<file path="src/rtl/urf_port_arbiter.sv">
// urf_port_arbiter: round-robin sharing of the URF write/read ports between NUM_REQ requesters,
// with registered URF controls and ID-tagged read responses two cycles after the grant.
module urf_port_arbiter #(
    parameter int DATA_WIDTH = 8,
    parameter int DEPTH      = 16,
    parameter int ADDR_WIDTH = 4,
    parameter int NUM_REQ    = 4,
    parameter int ID_WIDTH   = 2
) (
    input  logic                           clk,
    input  logic                           rst,
    input  logic [NUM_REQ-1:0]             req_valid,
    input  logic [NUM_REQ-1:0]             req_we,
    input  logic [NUM_REQ*ADDR_WIDTH-1:0]  req_addr,
    input  logic [NUM_REQ*DATA_WIDTH-1:0]  req_wdata,
    output logic [NUM_REQ-1:0]             req_ready,
    output logic                           rf_we,
    output logic [ADDR_WIDTH-1:0]          rf_waddr,
    output logic [DATA_WIDTH-1:0]          rf_wdata,
    output logic                           rf_re,
    output logic [ADDR_WIDTH-1:0]          rf_raddr,
    input  logic [DATA_WIDTH-1:0]          rf_rdata,
    output logic                           rsp_valid,
    output logic [ID_WIDTH-1:0]            rsp_id,
    output logic [DATA_WIDTH-1:0]          rsp_rdata,
    output logic                           rsp_err
);
    logic [ID_WIDTH-1:0]   r_ptr;
    logic                  r_we;
    logic [ADDR_WIDTH-1:0] r_waddr;
    logic [DATA_WIDTH-1:0] r_wdata;
    logic                  r_re;
    logic [ADDR_WIDTH-1:0] r_raddr;
    logic                  r_p1_v, r_p2_v;
    logic [ID_WIDTH-1:0]   r_p1_id, r_p2_id;
    logic                  r_p1_err, r_p2_err;
    logic                  w_any;
    logic [ID_WIDTH-1:0]   w_gid;
    logic [ID_WIDTH-1:0]   w_nptr;
    logic [ADDR_WIDTH-1:0] w_addr;
    logic [DATA_WIDTH-1:0] w_wdata;
    logic                  w_ok;
    logic                  w_wr;
    logic                  w_rd;
    // Walking the offsets downward lets the lowest offset from r_ptr win.
    always_comb begin
        w_any = 1'b0;
        w_gid = '0;
        for (int k = NUM_REQ - 1; k >= 0; k--) begin
            if (req_valid[(int'(r_ptr) + k) % NUM_REQ]) begin
                w_any = 1'b1;
                w_gid = ID_WIDTH'((int'(r_ptr) + k) % NUM_REQ);
            end
        end
    end
    assign req_ready = w_any ? (NUM_REQ'(1) << w_gid) : '0;
    assign w_nptr    = (w_gid == ID_WIDTH'(NUM_REQ - 1)) ? '0 : w_gid + 1'b1;
    assign w_addr    = req_addr[w_gid*ADDR_WIDTH +: ADDR_WIDTH];
    assign w_wdata   = req_wdata[w_gid*DATA_WIDTH +: DATA_WIDTH];
    assign w_ok      = int'(w_addr) < DEPTH;
    assign w_wr      = w_any & req_we[w_gid];
    assign w_rd      = w_any & ~req_we[w_gid];
    always_ff @(posedge clk or negedge rst) begin
        if (!rst) begin
            r_ptr    <= '0;
            r_we     <= 1'b0;
            r_waddr  <= '0;
            r_wdata  <= '0;
            r_re     <= 1'b0;
            r_raddr  <= '0;
            r_p1_v   <= 1'b0;
            r_p1_id  <= '0;
            r_p1_err <= 1'b0;
            r_p2_v   <= 1'b0;
            r_p2_id  <= '0;
            r_p2_err <= 1'b0;
        end else begin
            if (w_any)
                r_ptr <= w_nptr;
            r_we     <= w_wr & w_ok;
            r_waddr  <= (w_wr & w_ok) ? w_addr : '0;
            r_wdata  <= (w_wr & w_ok) ? w_wdata : '0;
            r_re     <= w_rd & w_ok;
            r_raddr  <= (w_rd & w_ok) ? w_addr : '0;
            r_p1_v   <= w_rd;
            r_p1_id  <= w_rd ? w_gid : '0;
            r_p1_err <= w_rd & ~w_ok;
            r_p2_v   <= r_p1_v;
            r_p2_id  <= r_p1_id;
            r_p2_err <= r_p1_err;
        end
    end
    assign rf_we     = r_we;
    assign rf_waddr  = r_waddr;
    assign rf_wdata  = r_wdata;
    assign rf_re     = r_re;
    assign rf_raddr  = r_raddr;
    assign rsp_valid = r_p2_v;
    assign rsp_id    = r_p2_id;
    assign rsp_err   = r_p2_err;
    assign rsp_rdata = (r_p2_v & ~r_p2_err) ? rf_rdata : '0;
endmodule
</file>
<file path="config.mk">
export PLATFORM = sky130hd
export DESIGN_NAME = urf_port_arbiter
export DESIGN_NICKNAME = d
export VERILOG_FILES = /design/src/rtl/urf_port_arbiter.sv
export SDC_FILE = /design/constraint.sdc
export NUM_CORES = 1
export LEC_CHECK = 0
export ABC_AREA = 1
export BUFFER_PORTS_ARGS = -buffer_cell sky130_fd_sc_hd__buf_4
export CAP_MARGIN = 25
export CELL_PAD_IN_SITES_DETAIL_PLACEMENT = 1
export CELL_PAD_IN_SITES_GLOBAL_PLACEMENT = 2
export CORE_ASPECT_RATIO = 1.4
export CORE_MARGIN = 1.5
export CORE_UTILIZATION = 22
export CTS_BUF_LIST = sky130_fd_sc_hd__clkbuf_4
export DETAILED_ROUTE_END_ITERATION = 10
export PLACE_DENSITY_LB_ADDON = 0.3
export SLEW_MARGIN = 20
export SYNTH_ARGS = -nofsm -noshare
export SYNTH_HDL_FRONTEND = slang
export SYNTH_SLANG_ARGS = --single-unit
</file>
<file path="constraint.sdc">
create_clock -name clk -period 2.3 [get_ports clk]
set_input_delay 0.23 -clock clk [delete_from_list [all_inputs] [get_ports clk]]
set_output_delay 0.23 -clock clk [all_outputs]
set_load 0.03 [all_outputs]
</file>
## Word level (Yosys, flattened, before mapping)

Cells that the tools add are included.

- Bits in registers: 25
- Input port bits: 66
- Output and inout bits: 34
- Logic and storage cells: 59

- Add/sub/neg operators: 4
- Order comparisons: 5
- Eq/ne operators: 1
- Shift-type cells: 3
- Muxes and demuxes: 28
- Bitwise operators: 6
- Reduce and logical (&&, ||, !) cells: 3

Operator list:

| cell | number |
|---|---|
| $shiftx A32 B6 Y8 | 1 |
| $mux W8 | 2 |
| $shiftx A16 B5 Y4 | 1 |
| $lt A3 B4 Y1 const B | 3 |
| $mux W1 | 12 |
| $mux W2 | 6 |
| $mux W4 | 3 |
| $bmux W1 S2 | 5 |
| $lt A2 B3 Y1 const B | 2 |
| $reduce_or A2 Y1 | 3 |
| $add A2 B1 Y2 const B | 2 |
| $add A2 B2 Y2 const B | 2 |
| $shl A1 B2 Y4 const A | 1 |
| $and A1 B1 Y1 const A | 3 |
| $and A1 B1 Y1 | 2 |
| $eq A2 B2 Y1 const B | 1 |
| $not A1 Y1 | 1 |

## Longest topological paths before layout

Gate-level depths: netlist of run 1.

- Depth in word-level cells: 15
- Mapped depth: 15
- Gate-level depth less buffers: 14

## Worst setup path before layout of run 1

No wires, ideal clock.

- Path type: reg2out
- Start: register r_ptr[0]
- End: output req_ready[1]
- Data arrival time: 1.983 ns
- Data required time: 2.070 ns
- Path slack: 0.087 ns
- Cell stages (with the launch flop): 15
- Buffers on the path: 2
- Cells stage by stage: dfrtp_1 -> inv_2 -> nand2_1 -> nand2_1 -> nand2_2 -> nand2_2 -> nand2_1 -> nand3_1 -> nand2_2 -> buf_6 -> buf_8 -> inv_1 -> ha_1 -> inv_1 -> nor2_1

- Cells in the longest elaborated chain, start to end: 10

Ends and longest elaborated chain:

| what | RTL line | source |
|---|---|---|
| start, declared | 28 | `logic [ID_WIDTH-1:0] r_ptr;` |
| start signal, assigned | 79 | `r_ptr <= w_nptr;` |
| $add A2 B2 Y2 | 50, 52 |  |
| $bmux W1 S2 | 50 | `if (req_valid[(int'(r_ptr) + k) % NUM_REQ]) begin` |
| $mux W1 (implied by the code) (2 in a row) | 50 |  |
| $mux W2 (4 in a row) | 50 |  |
| $shl A1 B2 Y4 | 56 | `assign req_ready = w_any ? (NUM_REQ'(1) << w_gid) : '0;` |
| $mux W4 (*) | 56 |  |
| end, declared | 16 | `output logic [NUM_REQ-1:0] req_ready,` |

Mark *: on every way between the ends. The rest lies on a longest branch, timed or not. The select of a mux whose other input is x is not followed.

## Final worst setup path of run 1

- Start: register r_ptr[0]
- End: output req_ready[3]

The elaborated chain is that of the path after synthesis.

==> results of run 1 <==
## through the flow
| step | setup slack [ns] | util, % | cells |
|---|---|---|---|
| after floorplan | 0.08683 | - | 283 |
| after CTS | 0.004053 | 33.38 | 484 |
| after global placement | 0.1138 | 32.43 | 477 |
| final | 0.002093 | 37.57 | 491 |
| after detailed placement | 0.02468 | 32.43 | 477 |
| after global routing | -0.08378 | 37.57 | 491 |
## flip-flops by register name, summed over array words and instances (netlist names)
signal     flops
r_p1_id        2
r_p1_v         1
r_ptr          2
rf_raddr       4
rf_waddr       4
rf_wdata       8
rf_we          1
rsp_id         2
rsp_valid      1
## worst max-delay path: stages (launching register included)
cell,delay (ns)
dfrtp_2,0.52
inv_8,0.13
nand2_4,0.06
nand2_4,0.08
nand2_4,0.07
nand2_2,0.07
inv_2,0.04
o21ai_4,0.28
inv_4,0.09
ha_4,0.17
inv_2,0.06
nor2_4,0.04
buf_6,0.13
## cell usage after synthesis, types with 3 or more instances
library cell / count
nand2_2: 5
buf_4: 3
ha_1: 4
nor2_2: 9
nor2_1: 12
nand3_1: 58
buf_6: 5
inv_1: 68
nand2_1: 75
buf_2: 4
dfrtp_1: 25
## cells by family (layout without fill, tap and decap cells)
logic type | count (synthesis) | after routing | share of synthesized area [%]
DFF | 25 | 25 | 34.06
and+or+nand+nor | 164 | 165 | 40.74
adders and majority gates | 4 | 4 | 2.725
other | 1 | 1 | 0.2042
AOI/OAI and AO/OA | 5 | 5 | 1.566
buffers and inverters | 84 | 189 | 20.71
## cell type report
class | count | area [µm²] | area share (%)
sequential | 25 | 628.1 | 20.51
tap | 102 | 127.6 | 4.168
multi-input combinational | 175 | 1115 | 36.41
timing repair buffer | 115 | 880.8 | 28.77
clock buffer | 3 | 22.52 | 0.7356
inverter | 70 | 282.8 | 9.236
clock inverter | 1 | 5.005 | 0.1635
## repair_timing
item / CTS / global route
hold endpoints to repair: 25 / 0
gates resized for setup: 10 / 74
endpoints found under the setup margin: 9 / 17
pin swaps: 2 / 26
gates cloned: 0 / 1
buffers inserted: 2 / 6
hold buffers: 1 / 0
## worst max path at each step
stage	startpoint	endpoint	slack, ns
floorplan	r_ptr[0]	req_ready[1]	0.09
global placement	r_ptr[0]	rf_waddr[3]	0.11
detailed placement	r_ptr[0]	rf_wdata[7]	0.02
CTS	r_ptr[0]	req_ready[1]	0.004
global route	r_ptr[1]	req_ready[1]	-0.08
finish	r_ptr[0]	req_ready[3]	0.002
## per-layer routing
metal / GRT usage [%] / wire length, µm
met2: 26.11 / 3610
met1: 14.51 / 2324
met3: 1.728 / 318
met5: 0 / 0
met4: 3.793 / 58
==> impl_metrics.json, run 1 <==
{
  "outcome": "complete, no violations",
  "rows": 39,
  "start_util_pct": 22.54,
  "syn_to_final_growth_pct": 66.69,
  "placed_area_um2": 2643,
  "die_y_um": 111.1,
  "rr_endpoint": "rf_wdata[3]",
  "finalCritPeriodShare_pct": 99.91,
  "synth_top_area_cell": "dfrtp_1",
  "synth_cell_types": 23,
  "design_area_um2": 3062,
  "antenna_found_initial": 0,
  "vias_per_cell": 4.157,
  "die_area_um2": 8914,
  "cts_buffers": 3,
  "dr.pass1.iters": 4,
  "synth_top_cells_by_area": "dfrtp_1, nand3_1, nand2_1",
  "r2r_cells": 13,
  "setup_viol": 0,
  "ys.flop_type": "dfrtp_1",
  "synth_seq_cells": 25,
  "io_pins": 100,
  "hold_path_depth": 4,
  "postSynth.asyncResetShare_pct": 100.0,
  "path_class": "register to primary output",
  "syn_area_per_cell_um2": 6.490,
  "whs_ns": 0.2283,
  "max_freq_ghz": 0.4352,
  "cts.clk_slew.worst_paths_ns": 0.15,
  "layout_commonest_cell": "buf_4",
  "drive_gt1_share_pct": 46.02,
  "antenna_cells": 0,
  "worstHoldPathType": "input pin to register",
  "clk_latency_ns": 0.33,
  "grt_overflow_total": 0,
  "track_usage_pct": 13.43,
  "arrival_ns": 2.07,
  "slew_viol_final": 0,
  "dpl.hpwl_mm": 4.737,
  "grt_pass1_vias": 2144,
  "finalClockSkew_ns": 0.008368,
  "cts_buffer_depth": 2,
  "r2r_slack_ns": 0.12,
  "cp_max_fo": 7,
  "holdPathEnd": "r_p1_id[1]",
  "timing.rr.start": "r_ptr[0]",
  "fillers": 1015,
  "final_cell_mix": "buf_4, inv_1, nand2_1, nand3_1, dfrtp_1",
  "drt-initial-drc-count": 29,
  "finalHoldViolCount": 0,
  "critPathRequiredTime_ns": 2.07,
  "htree_levels": 1,
  "fin_nets": 460,
  "detail-route-antenna-nets": 0,
  "synth_cells": 283,
  "rsz0062_at_grt": "true",
  "syn_nets": 353,
  "via_count": 2041,
  "die_w_um": 80.23,
  "drt-total-wl_mm": 6.312,
  "period_needed_ns": 2.298,
  "synth_edf_count": 0,
  "port_buffers": 98,
  "cts_tree": "built",
  "tns_ns": 0,
  "synth_area_um2": 1837,
  "maxCapViolCount": 0,
  "synth.top_cell.area_share_pct": 34.06,
  "end_kind": "primary output",
  "place.gp.congestion": 0.7349,
  "yosysWarnings": 0,
  "grt_start_max_net_pins": 29,
  "grt_pass1_wl_mm": 9.487,
  "yosysSeqAreaShare_pct": 34.06,
  "clockRootBuffer": "clkbuf_4",
  "drc": 0,
  "wire_per_inst_um": 12.86,
  "min_from": "req_we[2]",
  "coreArea_um2": 8149,
  "clkSinkCount": 25,
  "start_kind": "register"
}
Power of run 1 is left out: the tool's default activity adds up to more than one toggle a clock period on the data nets, which glitch-free logic cannot reach.
==> run 2, diff against run 1 <==
==> constraint.sdc (replaced) <==
create_clock -name clk -period 2.4 [get_ports clk]
set_input_delay 0.24 -clock clk [delete_from_list [all_inputs] [get_ports clk]]
set_output_delay 0.24 -clock clk [all_outputs]
set_load 0.03 [all_outputs]
==> run 2 against run 1 <==
Effect of this change:
- die area unchanged
- sequential share of layout area grew 1.7 points
- wire length down 5.7%
- highest routed layer is now met3
==> impl_metrics.json, run 2 (same netlist as run 1, synthesis figures left out) <==
{
  "period_needed_ns": 2.325,
  "cts_buffers": 3,
  "largest_reg_flops": 8,
  "start_util_pct": 22.54,
  "power_mw": 5.081,
  "die_w_um": 80.23,
  "grt_pass1_vias": 2165,
  "port_buffers": 98,
  "stdcell_count": 492,
  "multiInputGateArea_um2": 884.6,
  "cts_buffer_depth": 2,
  "critPathRequiredTime_ns": 2.16,
  "netSwitchingPower_mw": 2.820,
  "setup_viol": 0,
  "wire_per_inst_um": 12.10,
  "dr.pass1.iters": 4,
  "worstHoldPathType": "input pin to register",
  "vias_per_cell": 4.163,
  "drt-initial-drc-count": 53,
  "clkSinkCount": 25,
  "final_cell_mix": "buf_4, nand2_1, inv_1, nand3_1, dfrtp_1",
  "maxCapViolCount": 0,
  "drive_gt1_share_pct": 40.26,
  "cpPeakStageDelay_ns": 0.48,
  "placed_area_um2": 2635,
  "htree_levels": 1,
  "end_kind": "primary output",
  "place_inst": 476,
  "drt-total-wl_mm": 5.951,
  "crit_slowest_cell": "dfrtp_2",
  "grt_overflow_total": 0,
  "crit_top_cell": "nand2_2",
  "track_usage_pct": 13.63,
  "path_class": "register to primary output",
  "drc": 0,
  "max_freq_ghz": 0.4301,
  "rows": 39,
  "fin_nets": 461,
  "layout_commonest_cell": "buf_4",
  "io_pins": 100,
  "seqPwrFrac_pct": 14.7,
  "place.gp.congestion": 0.7344,
  "finalHoldViolCount": 0,
  "via_count": 2048,
  "clockRootBuffer": "clkbuf_4",
  "finalCritPeriodShare_pct": 96.87,
  "detail-route-antenna-nets": 0,
  "grt_start_max_net_pins": 29,
  "die_y_um": 111.1,
  "cts.clk_slew.worst_paths_ns": 0.14,
  "cp_max_fo": 8,
  "pwr_density_cell_nw_per_um2": 1794,
  "fillers": 1046,
  "clk_latency_ns": 0.31,
  "critical_path_buf_inv_count": 4,
  "register_area_um2": 628.1,
  "cpLargestDelayFamily": "simple AND/OR/NAND/NOR gates",
  "rsz0062_at_grt": "true",
  "leakage_nw": 1.745,
  "setup_ws_ns": 0.07501,
  "grt_pass1_wl_mm": 9.708,
  "outcome": "complete, no violations",
  "worstPathCellList": "inv_4, nand2_1, nand2_2, nand2_2, nand2_2, nand2_2, nand2_1, nand2_2, nand2_4, inv_1, ha_1, inv_1, nor2_1, buf_4",
  "coreArea_um2": 8149,
  "dpl.hpwl_mm": 4.740,
  "power.share.clock_pct": 3.9,
  "start_kind": "register",
  "antenna_found_initial": 0,
  "syn_to_final_growth_pct": 54.16,
  "antenna_cells": 0,
  "cts_tree": "built",
  "peakVddDrop_mv": 0.7225,
  "die_area_um2": 8914,
  "p_sw_share_pct": 55.50,
  "power_frac_comb_pct": 81.3,
  "cell_internal_pwr_mw": 2.261,
  "finalClockSkew_ns": 0.007412,
  "arrival_ns": 2.08,
  "dp_slack_ns": 0.1195,
  "slew_viol_final": 0,
  "design_area_um2": 2831
}
-- run 2: cell types whose count changed in the layout (fill, tap and decap cells not counted), moves of 3 or more --
cell     delta
nand2_4    -19
nand2_1    +10
nand2_2    +10
inv_1       +6
buf_4       +4
ha_1        +4
ha_4        -4
inv_2       -4
buf_6       -3
-- run 2: routing by layer --
| layer | part of all wire (%) | global-route usage (%) |
|---|---|---|
| met3 | 4.9 | 1.152 |
| met2 | 58 | 26.67 |
| met4 | 0 | 2.759 |
| met5 | 0 | 0 |
| met1 | 37 | 15.41 |
-- run 2: cell type report --
class	count	area share (%)
clock buffers	4	1.061
inverters	70	9.501
multi-input cells	174	31.24
flip-flops and latches	25	22.18
well taps	102	4.507
repair buffers	117	31.51
-- run 2: what timing repair did --
item,CTS,global route
hold buffers,1,0
endpoints found under the setup margin,4,16
gates resized for setup,7,17
setup buffers,7,4
hold endpoints to repair,25,0
pin swaps,0,7
-- run 2: metrics by stage --
step | hold slack (ns) | util [%] | setup TNS (ns)
3_3_place_gp | 0.1588 | 32.34 | 0
3_5_place_dp | 0.1656 | 32.34 | 0
2_1_floorplan | -0.05559 | - | 0
4_1_cts | 0.2165 | 33.70 | 0
5_1_grt | 0.2854 | 34.75 | -0.4910
6_report | 0.2730 | 34.75 | 0
-- run 2: worst register-to-register path, stage by stage (launching register included) --
cell,delay (ns)
dfrtp_2,0.46
inv_4,0.08
nand2_1,0.07
nand2_2,0.06
nand2_2,0.08
nand2_2,0.08
nand2_2,0.09
nand2_1,0.07
nand2_2,0.09
buf_4,0.11
buf_4,0.27
nand3_1,0.12
nand3_1,0.16
nand3_4,0.21
nor2_1,0.15
-- run 2: power by group through the flow --
stage                     Sequential [mW]  Combinational, mW  Clock (mW)
after floorplan                     0.998               2.62           0
final                               0.749               4.13       0.199
after CTS                           0.751               4.03       0.212
after global routing                0.771               4.68       0.224
after detailed placement            0.751               3.80           0
after global placement              0.755               3.73           0
-- run 2: final timing paths --
kind / from / endpoint / slack (ns) / depth (start not counted)
worst min-delay path: req_we[2] / r_p1_id[1] / 0.27 / 4
max in group asynchronous: rst / r_ptr[0] / 1.79 / 2
worst max register to register: r_ptr[0] / rf_waddr[0] / 0.23 / 14
worst max-delay path: r_ptr[0] / req_ready[3] / 0.08 / 14
worst min register to register: r_p1_id[0] / rsp_id[0] / 0.36 / 0
min in group asynchronous: rst / rf_raddr[3] / 0.35 / 2
No activity file was read; power rests on OpenSTA's default activity.
